[config.mk]
export PLATFORM = sky130hd
export DESIGN_NAME = pc_gen
export DESIGN_NICKNAME = d
export VERILOG_FILES = /design/src/rtl/pc_gen.sv
export SDC_FILE = /design/constraint.sdc
export NUM_CORES = 1
export LEC_CHECK = 0
export CAP_MARGIN = 20
export CORE_MARGIN = 3
export CORE_UTILIZATION = 37
export CTS_CLUSTER_DIAMETER = 60
export DETAILED_ROUTE_END_ITERATION = 16
export GPL_ROUTABILITY_DRIVEN = 0
export PLACE_DENSITY = 0.89
export RECOVER_POWER = 50
export SLEW_MARGIN = 0
export SYNTH_ARGS = -nofsm -noshare
export SYNTH_HDL_FRONTEND = slang
export SYNTH_SLANG_ARGS = --single-unit
[constraint.sdc]
create_clock -name clk_i -period 2.2 [get_ports clk_i]
set_input_delay 0.44 -clock clk_i [delete_from_list [all_inputs] [get_ports clk_i]]
set_output_delay 0.44 -clock clk_i [all_outputs]
set_load 0.02 [all_outputs]
[src/rtl/pc_gen.sv]
// Fetch-PC generator and redirect sequencer feeding the instruction-alignment checker.
// Optional performance counters are enabled with `define PCGEN_PERF_CNT_EN.
module pc_gen #(
  parameter int unsigned             PC_WIDTH   = 64,
  parameter int unsigned             ADDR_WIDTH = 64,
  parameter logic [PC_WIDTH-1:0]     RESET_PC   = PC_WIDTH'(64'h0000_0000_8000_0000),
  parameter int unsigned             PC_INC     = 4
) (
  input  logic                  clk_i,
  input  logic                  rst_i,
  input  logic [ADDR_WIDTH-1:0] bpu_addr_i,
  input  logic                  bpu_taken_i,
  input  logic [ADDR_WIDTH-1:0] bru_addr_i,
  input  logic                  bru_miss_i,
  input  logic                  trap_valid_i,
  input  logic [PC_WIDTH-1:0]   trap_addr_i,
  input  logic                  if_ready_i,
  input  logic                  ialign_exc_i,
  input  logic [ADDR_WIDTH-1:0] ialign_addr_i,
  output logic [PC_WIDTH-1:0]   pc_o,
  output logic                  pc_valid_o,
  output logic                  exc_valid_o,
  output logic [ADDR_WIDTH-1:0] exc_addr_o
`ifdef PCGEN_PERF_CNT_EN
  ,
  output logic [63:0]           perf_fetch_cnt_o,
  output logic [63:0]           perf_redirect_cnt_o
`endif
);

  // Redirect targets and the PC share one address space; refuse to build otherwise.
  if (PC_WIDTH != ADDR_WIDTH) begin : g_width_mismatch
    $error("pc_gen: PC_WIDTH (%0d) must equal ADDR_WIDTH (%0d)", PC_WIDTH, ADDR_WIDTH);
  end

  typedef enum logic [1:0] {
    BOOT  = 2'd0,
    FETCH = 2'd1,
    HALT  = 2'd2
  } state_e;

  state_e state;
  logic   fire;

  // Request validity never looks at if_ready_i, so the fetch port sees a stable request.
  assign pc_valid_o = (state == FETCH) && !ialign_exc_i;
  assign fire       = pc_valid_o && if_ready_i;

  always_ff @(posedge clk_i) begin
    if (rst_i) begin
      state       <= BOOT;
      pc_o        <= RESET_PC;
      exc_valid_o <= 1'b0;
      exc_addr_o  <= '0;
    end else begin
      exc_valid_o <= 1'b0;
      case (state)
        BOOT: begin
          state <= FETCH;
        end
        FETCH: begin
          // Trap wins over everything, including a misaligned verdict on the old PC.
          if (trap_valid_i) begin
            pc_o <= trap_addr_i;
          end else if (ialign_exc_i) begin
            state       <= HALT;
            exc_valid_o <= 1'b1;
            exc_addr_o  <= ialign_addr_i;
          end else if (bru_miss_i) begin
            pc_o <= PC_WIDTH'(bru_addr_i);
          end else if (bpu_taken_i && fire) begin
            pc_o <= PC_WIDTH'(bpu_addr_i);
          end else if (fire) begin
            pc_o <= pc_o + PC_WIDTH'(PC_INC);
          end
        end
        HALT: begin
          if (trap_valid_i) begin
            pc_o  <= trap_addr_i;
            state <= FETCH;
          end
        end
        default: begin
          state <= BOOT;
        end
      endcase
    end
  end

`ifdef PCGEN_PERF_CNT_EN
  logic redirect_taken;

  // Counts the trap and mispredict redirects that actually steered the PC while fetching.
  assign redirect_taken = (state == FETCH) &&
                          (trap_valid_i || (!ialign_exc_i && bru_miss_i));

  always_ff @(posedge clk_i) begin
    if (rst_i) begin
      perf_fetch_cnt_o    <= '0;
      perf_redirect_cnt_o <= '0;
    end else begin
      if (fire) begin
        perf_fetch_cnt_o <= perf_fetch_cnt_o + 64'd1;
      end
      if (redirect_taken) begin
        perf_redirect_cnt_o <= perf_redirect_cnt_o + 64'd1;
      end
    end
  end
`endif

endmodule

After elaboration in Yosys (flattened, before gate mapping)

Index checks and enable logic that the tools add are counted.

Register bits: 131
Bits of input ports: 263
Output and inout bits: 130
Logic and storage cells: 36

$add $sub $neg: 1
Equality and inequality tests: 7
Muxes and demuxes: 12
Bitwise logic cells: 2
Reductions and logical operators: 10

Operators by type and width:

| operator                                                               | number |
|---|---|
| 64-bit 2-to-1 mux                                                      | 6 |
| 64-bit one-hot mux with 2 select lines                                 | 1 |
| 64-bit by 3-bit adder with 64-bit output (second input constant)       | 1 |
| 2-bit 2-to-1 mux                                                       | 3 |
| 2-bit != test (second input constant)                                  | 3 |
| 2-bit one-hot mux with 3 select lines                                  | 1 |
| 3-bit AND reduction                                                    | 2 |
| 5-bit by 4-bit != test with 1-bit output (second input constant)       | 1 |
| 4-bit AND reduction                                                    | 1 |
| 1-bit logical AND                                                      | 3 |
| 3-bit != test (second input constant)                                  | 1 |
| 3-bit OR reduction                                                     | 1 |
| 2-bit by 1-bit equality test with 1-bit output (second input constant) | 1 |
| 2-bit equality test (second input constant)                            | 1 |
| 2-bit zero test                                                        | 1 |
| 1-bit NOT                                                              | 2 |
| 2-bit nonzero test                                                     | 1 |
| 1-bit zero test                                                        | 1 |
| 1-bit 2-to-1 mux                                                       | 1 |

Longest topological paths before layout

Gate-level depths: netlist (run 1).

Depth in word-level cells: 9
Gate-level depth with buffers: 10
Depth with buffers taken out: 8

Least setup slack after synthesis (run 1)

Ideal clock, no wire load.

Path type: flip-flop to flip-flop
Start: reg pc_o[12]
End: reg pc_o[34]
Library setup time: 133 ps
Data arrival time: 2111 ps
Data required time: 2067 ps
Setup slack: -44 ps
Stages on the path, launching flop included: 7
Path buffers: 1
Clock period less this slack: 2244 ps
Cells stage by stage: dfxtp_1 nand3_1 nor4_4 nand3_1 buf_2 a2111oi_0 nor4_1

Cells in the longest elaborated chain, start to end: 7

Ends and longest elaborated chain:

| what                                     | RTL line | source |
|---|---|---|
| start, declared                          | 20       | `output logic [PC_WIDTH-1:0] pc_o,` |
| start signal, assigned                   | 64       | `pc_o <= trap_addr_i;` |
| start signal, assigned                   | 70       | `pc_o <= PC_WIDTH'(bru_addr_i);` |
| start signal, assigned                   | 72       | `pc_o <= PC_WIDTH'(bpu_addr_i);` |
| 64-bit by 3-bit adder with 64-bit output | 74       | `pc_o <= pc_o + PC_WIDTH'(PC_INC);` |
| 64-bit 2-to-1 mux                        | 73       | `end else if (fire) begin` |
| 64-bit 2-to-1 mux                        | 71       | `end else if (bpu_taken_i && fire) begin` |
| 64-bit 2-to-1 mux                        | 69       | `end else if (bru_miss_i) begin` |
| 64-bit 2-to-1 mux                        | 65       | `end else if (ialign_exc_i) begin` |
| 64-bit 2-to-1 mux                        | 63       | `if (trap_valid_i) begin` |
| 64-bit one-hot mux with 2 select lines   | 57       | `case (state)` |

Every way passes these cells. The select of a mux whose other input is x is not followed.
A chain may end at the register's enable or synchronous reset.

Worst setup path after layout (run 1)

Start: reg pc_o[27]
End: reg pc_o[34]

The elaborated chain is that of the path after synthesis.

==> summary.txt, run 1 <==
Setup path
  – CP Launch Type: register
  – Worst path arrival time: ~2.5 ns
  – CP Class: register to register
  – R2R setup slack: around 0.039 ns
  – Worst Path Required: approximately 2.5 ns
  – FF-to-FF path depth: 9
  – Crit Path Max Fanout: 9
  – CP Capture Type: register

Timing
  – Minimum clock period: 2.16 ns
  – Slew at the pin with the worst max-slew slack: between 0.7 and 0.8 ns
  – Final setup fails: 0
  – Tcrit/Tclk final: just under 100%
  – Final Skew: 0.00794 ns
  – RSZ-0062 raised after global routing: yes
  – Relative slew slack: around half
  – Final hold slack: approximately 0.44 ns
  – Pins Over Slew Limit: 0
  – Maximum clock rate: 463 MHz
  – Setup slack after layout: between 0.03 and 0.04 ns
  – Fin. Hold Viols: 0

Global route
  – Vias in the first global route: 10689
  – Total grt overflow: 0
  – GRT Util Overall: 32.0%
  – Pin count of the biggest net entering global routing: 66
  – First-pass GRT wire length: around 57 mm
  – Initial antenna violation count: 12

Synthesis
  – Number of enable flip-flop cells after synthesis: 0
  – Synth Warn #: 0
  – Post-synth ARST share: 0%
  – Cell count after synthesis: approximately 1100
  – Synth Flop Type: dfxtp_1
  – Post-Syn Nets: about 1400
  – Top-area cell type share of the netlist area: roughly 34%
  – Synth Register Bits: roughly 130
  – Syn Std Cell Area: about 7800 um^2
  – Post-synth top cells: 208 x nand2_1, 158 x a21oi_1, 131 x dfxtp_1
  – Top cells by area, synth: dfxtp_1 34%, a21oi_1 10%, nand2_1 10%
  – Syn_area_per_cell: 7.11 um^2
  – Top-count cell post-synth: nand2_1
  – Dominant cell type by area after synthesis: dfxtp_1
  – Count of different cell masters after synthesis: 65
  – Post-synthesis sequential area ratio: 33.6%

Detailed routing
  – Vias: approximately 11000
  – Vias per cell: approximately 6
  – Number of DRC markers in iteration 0: between 1000 and 1500
  – WL/cell: roughly 21 um
  – Detailed Routing Iterations Pass 1: 8
  – Total Wirelength: a little under 40 mm
  – Final ANT Viol Nets: 0
  – Remaining routing DRC violations: 0

Power
  – Leakage: 4.92 nW
  – Peak supply drop: 0.691 mV
  – Pwr Density: about 1000 nW/um^2
  – Total Power: ~14 mW

Floorplanning
  – Starting Density: a little under two fifths
  – Die area: approximately 23000 um^2
  – Site Rows: 52
  – Height of the die: between 150 and 200 um
  – CORE AREA: 20500 um^2
  – Ports: between 300 and 400
  – Die Wd: 151 um

CTS
  – Clk pin slew, worst setup/hold paths: ~0.070 ns
  – CTS tree: built
  – TritonCTS buffer count: 17
  – Worst-Skew Late Latency: 0.43 ns
  – CTS root buffer: clkbuf_16
  – CTS HTree Levels: 4
  – Clock sink total: about 130
  – CTS max path bufs: 2

Finish
  – Layout fillers: 1624
  – Share of post-route cells with drive strength above 1: approximately 14%
  – Total Nets Final: ~1800
  – Final instance area: about 14000 um^2
  – P&R area growth vs syn: 75.3%

Hold path
  – Hold path depth: 2
  – Min-delay worst type: input pin to register

Flow run
  – Max cap viols: 0

Run status
  – Status: completed

Placement
  – Post-DP Area: 12900 um^2
  – Pre-CTS WS: -0.276 ns
  – I/O Buffers: 392
  – Final HPWL DP: 29.5 mm
-- layer usage --
metal  wire length [um]  track usage, %
met1              13400            35.8
met2              18200            53.0
met3               4700            10.3
met4               2620            19.2
met5                 55               0
-- worst paths after layout --
check / start / endpoint
hold reg to reg: exc_addr_o[14]$_SDFFE_PP0P_ / exc_addr_o[14]$_SDFFE_PP0P_
setup reg to reg: pc_o[27]$_SDFFE_PP0P_ / pc_o[34]$_SDFFE_PP0P_
hold / removal: rst_i / pc_o[26]$_SDFFE_PP0P_
setup / recovery: pc_o[27]$_SDFFE_PP0P_ / pc_o[34]$_SDFFE_PP0P_
-- area by class of cell --
type / instances / area, um^2 / area share [%]
antenna: 9 / 22.5 / 0.164
tap: 270 / 338 / 2.47
inverter: 17 / 63.8 / 0.466
multi-input combinational: 860 / 4970 / 36.3
clock inverter: 15 / 154 / 1.12
sequential: 131 / 2630 / 19.2
clock buffer: 17 / 425 / 3.11
timing repair buffer: 528 / 5090 / 37.2
-- state kept, by name, indices dropped and copies added, names as in the netlist --
signal / count
pc_o: 64
exc_valid_o: 1
state: 2
exc_addr_o: 64
-- per-stage QoR --
step                cells  setup TNS (ns)  utilization (%)
finish               1847               0             66.8
CTS                  1836               0             65.9
global placement     1803           -2.67             62.9
floorplan            1099         -0.0117                -
global route         1846         -0.0804             66.8
detailed placement   1803           -7.09             62.9
-- worst max-delay path: stages (launching register included) --
cell     delay [ns]
dfxtp_1        0.44
nand3_2        0.17
nor4_2         0.34
buf_4          0.19
nand3_4        0.12
buf_6          0.19
buf_4          0.15
o21ai_1        0.14
a21oi_1        0.09
nor4_1         0.24
-- logic make-up after synthesis --
| family | synth area share [%] |
|---|---|
| multiplexers | 0.400 |
| flip-flops | 33.6 |
| buffers and inverters | 5.25 |
| AND/OR/NAND/NOR | 29.0 |
| adder cells (fa/ha/maj) | 0.801 |
| XOR/XNOR | 2.69 |
| AO/OA/AOI/OAI | 28.3 |
-- what timing repair did --
item	4_1_cts	5_1_grt
setup endpoints to repair	18	40
pin swaps	1	5
gates resized for setup	5	35
buffers inserted	1	2
hold buffers	0	0
-- cells in the final DEF, fill, tap and decap left out, types with 4 or more instances in the layout --
cell and instances:
inv_1 17, nor4b_1 4, inv_6 6, a211oi_1 29, a21oi_1 158, nand2_1 208
nand2b_1 20, a221oi_1 4, o221ai_1 9, diode_2 9, nor4_2 6, nor2_1 74
a211o_1 8, nor2b_1 5, and3_1 22, o211ai_1 13, xor2_1 12, o31ai_1 4
nand3_1 33, dfxtp_1 129, nor3_1 24, xnor2_1 12, clkdlybuf4s50_1 389, nand4_1 19
nor4_1 18, o21ai_0 45, a311oi_1 7, inv_8 6, clkbuf_16 17, o311ai_0 15
or2_2 4, a31oi_1 15, o31a_1 4, buf_4 124, nor2_2 4, buf_12 10
or3_1 5
-- power by group --
part           leakage [nW]  internal (mW)  switching [mW]
clock network         0.288           1.52            1.32
logic                  3.56           3.45            4.02
registers              1.07           3.01           0.591
Note: power is estimated with default switching activity, not from simulation.
==> inputs of run 2 (changes only) <==
Settings changed: CORE_ASPECT_RATIO from default to 0.9.
==> run 2 against run 1 <==
The run now ends with negative setup slack left. First-iteration DRC count is 14% higher. Clock power is essentially flat. Maximum frequency fell by 2.2%. Critical path depth down 2. Setup slack worse by 0.048 ns. Register-to-register slack got worse by 0.05 ns. Wire length shrank 4.2%. Design area is 0.48% lower. Non-clock buffer count down 13. Clock-buffer cell count unchanged. Global-route usage shrank 1.1 points. Flip-flop and latch count unchanged. Largest power group unchanged. Highest routed layer unchanged.
==> summary.txt, run 2 (synthesis gave the netlist of run 1 again) <==
CTS
  – Worst-Skew Late Latency: about 0.43 ns
  – TritonCTS buffer count: 17
  – CTS max path bufs: 2
  – CTS HTree Levels: 4
  – CTS root buffer: clkbuf_16
  – Clk pin slew, worst setup/hold paths: about 0.070 ns
  – CTS tree: built
  – Clock sink total: 131
  – Hold-fix buffer count after cts: 0

Finish
  – P&R area growth vs syn: 74.4%
  – Final instance area: 13600 um^2
  – Share of post-route cells with drive strength above 1: 13.1%
  – Biggest regs: exc_addr_o (64), pc_o (64), state (2)
  – N_diodes: 0
  – Final Non-Filler Cells: around 1800
  – Most frequent cells in the layout: 319 x clkdlybuf4s50_1, 208 x nand2_1, 158 x a21oi_1, 130 x dfxtp_1, 102 x buf_4
  – Total Nets Final: 1810
  – Most common cell after layout, fill and taps aside: clkdlybuf4s50_1

Global route
  – First-pass GRT wire length: approximately 57 mm
  – Vias in the first global route: around 10000
  – GRT Util Overall: a little under a third
  – Total grt overflow: 0
  – Initial antenna violation count: 1
  – Pin count of the biggest net entering global routing: 74

Setup path
  – Worst Path Required: 2.53 ns
  – CP Launch Type: register
  – Critical path cell sequence: nand3_1 -> nor4_4 -> buf_4 -> nand3_4 -> nor4_1 -> o21ai_0 -> a221oi_1
  – CP Capture Type: register
  – Crit path largest cell delay: about 0.42 ns
  – Crit Path Max Fanout: 13
  – CP Class: register to register
  – Largest delay share family, worst path: simple AND/OR/NAND/NOR gates
  – Highest-delay cell along the critical path: dfxtp_1
  – WP buf/inv: 1
  – Worst path arrival time: ~2.5 ns

Run status
  – Failing checks: negative setup slack
  – Status: finished, violations left

Detailed routing
  – Vias per cell: between 5 and 6
  – Number of DRC markers in iteration 0: ~1300
  – Total Wirelength: about 37 mm
  – Detailed Routing Iterations Pass 1: 6
  – Final ANT Viol Nets: 0
  – WL/cell: between 20 and 25 um
  – Vias: ~11000
  – Remaining routing DRC violations: 0

Timing
  – Slew at the pin with the worst max-slew slack: roughly 0.57 ns
  – Fin. Hold Viols: 0
  – Relative slew slack: approximately three fifths
  – Final setup fails: 1
  – Pins Over Slew Limit: 0
  – Maximum clock rate: 453 MHz
  – Final Skew: ~0.013 ns
  – Tcrit/Tclk final: 100%
  – Final setup TNS: -0.00874 ns
  – Setup slack after layout: -0.00874 ns
  – Minimum clock period: 2.21 ns

Floorplanning
  – Height of the die: about 140 um
  – Starting Density: a little under two fifths
  – CORE AREA: about 20000 um^2
  – Ports: 393
  – Die Wd: around 160 um
  – Site Rows: 49
  – Die area: approximately 23000 um^2

Flow run
  – Max cap viols: 0

Power
  – Leakage: around 5.1 nW
  – Switching share of power: around 42%
  – Clk network pwr share: 20.6%
  – Total Power: around 14 mW
  – Peak supply drop: between 0.8 and 0.9 mV
  – Pwr Density: around 1000 nW/um^2
  – P_sw: 5.84 mW
  – Sequential fraction of design power: 25.8%
  – Pint: approximately 8.1 mW
  – Logic pwr share: a little over half

Placement
  – Dpl cells: 1800
  – Final HPWL DP: between 20 and 30 mm
  – I/O Buffers: ~390
  – Post-DP Area: between 10000 and 15000 um^2
  – Pre-CTS WS: -0.438 ns

Hold path
  – Min-delay worst type: input pin to register
## run 2: timing repair
| item | CTS | global route |
|---|---|---|
| setup endpoints to repair | 11 | 34 |
| setup buffers | 0 | 3 |
| resized for setup | 12 | 32 |
| pin swaps | 0 | 1 |
## run 2: area by class of cell
class	instances	area (um^2)
clock buffers	17	425
clock inverters	15	166
fillers	1658	6730
inverters	17	63.8
multi-input cells	860	4940
flip-flops and latches	131	2620
well taps	280	350
repair buffers	515	5050
## run 2: final timing paths
kind / slack, ns / depth (start not counted) / endpoint / start
worst max-delay path: -0.009 / 7 / pc_o[56]$_SDFFE_PP0P_ / pc_o[14]$_SDFFE_PP0P_
worst min-delay path: 0.42 / 2 / pc_o[57]$_SDFFE_PP0P_ / rst_i
worst max register to register: -0.009 / 7 / pc_o[56]$_SDFFE_PP0P_ / pc_o[14]$_SDFFE_PP0P_
worst min register to register: 0.45 / 2 / exc_addr_o[5]$_SDFFE_PP0P_ / exc_addr_o[5]$_SDFFE_PP0P_
## run 2: power by group through the flow
stage | Combinational (mW) | Clock [mW] | Sequential, mW
2_1_floorplan | 2.58 | 0 | 4.40
3_3_place_gp | 7.14 | 0 | 3.55
5_1_grt | 7.92 | 3.00 | 3.64
4_1_cts | 7.34 | 2.90 | 3.55
3_5_place_dp | 7.30 | 0 | 3.59
6_report | 7.46 | 2.86 | 3.58
## run 2: through the flow
stage	hold WS (ns)	utilization, %
global placement	0.440	63.3
floorplan	0.508	-
finish	0.418	67.0
CTS	0.395	66.4
global route	0.415	67.0
detailed placement	0.445	63.3
## run 2: layer usage
layer	vias to the layer above	GRT usage (%)	routed length, um
met4	2	11.4	1390
met1	4937	37.7	14300
met3	115	9.42	4020
met2	714	52.0	17700
met5	-	0	13
li1	4878	-	-
## run 2: worst register-to-register path, cell delays in order (launching register included)
cell and delay (ns):
dfxtp_1 0.42, nand3_1 0.19, nor4_4 0.34, buf_4 0.19, nand3_4 0.22, nor4_1 0.39
o21ai_0 0.12, a221oi_1 0.26
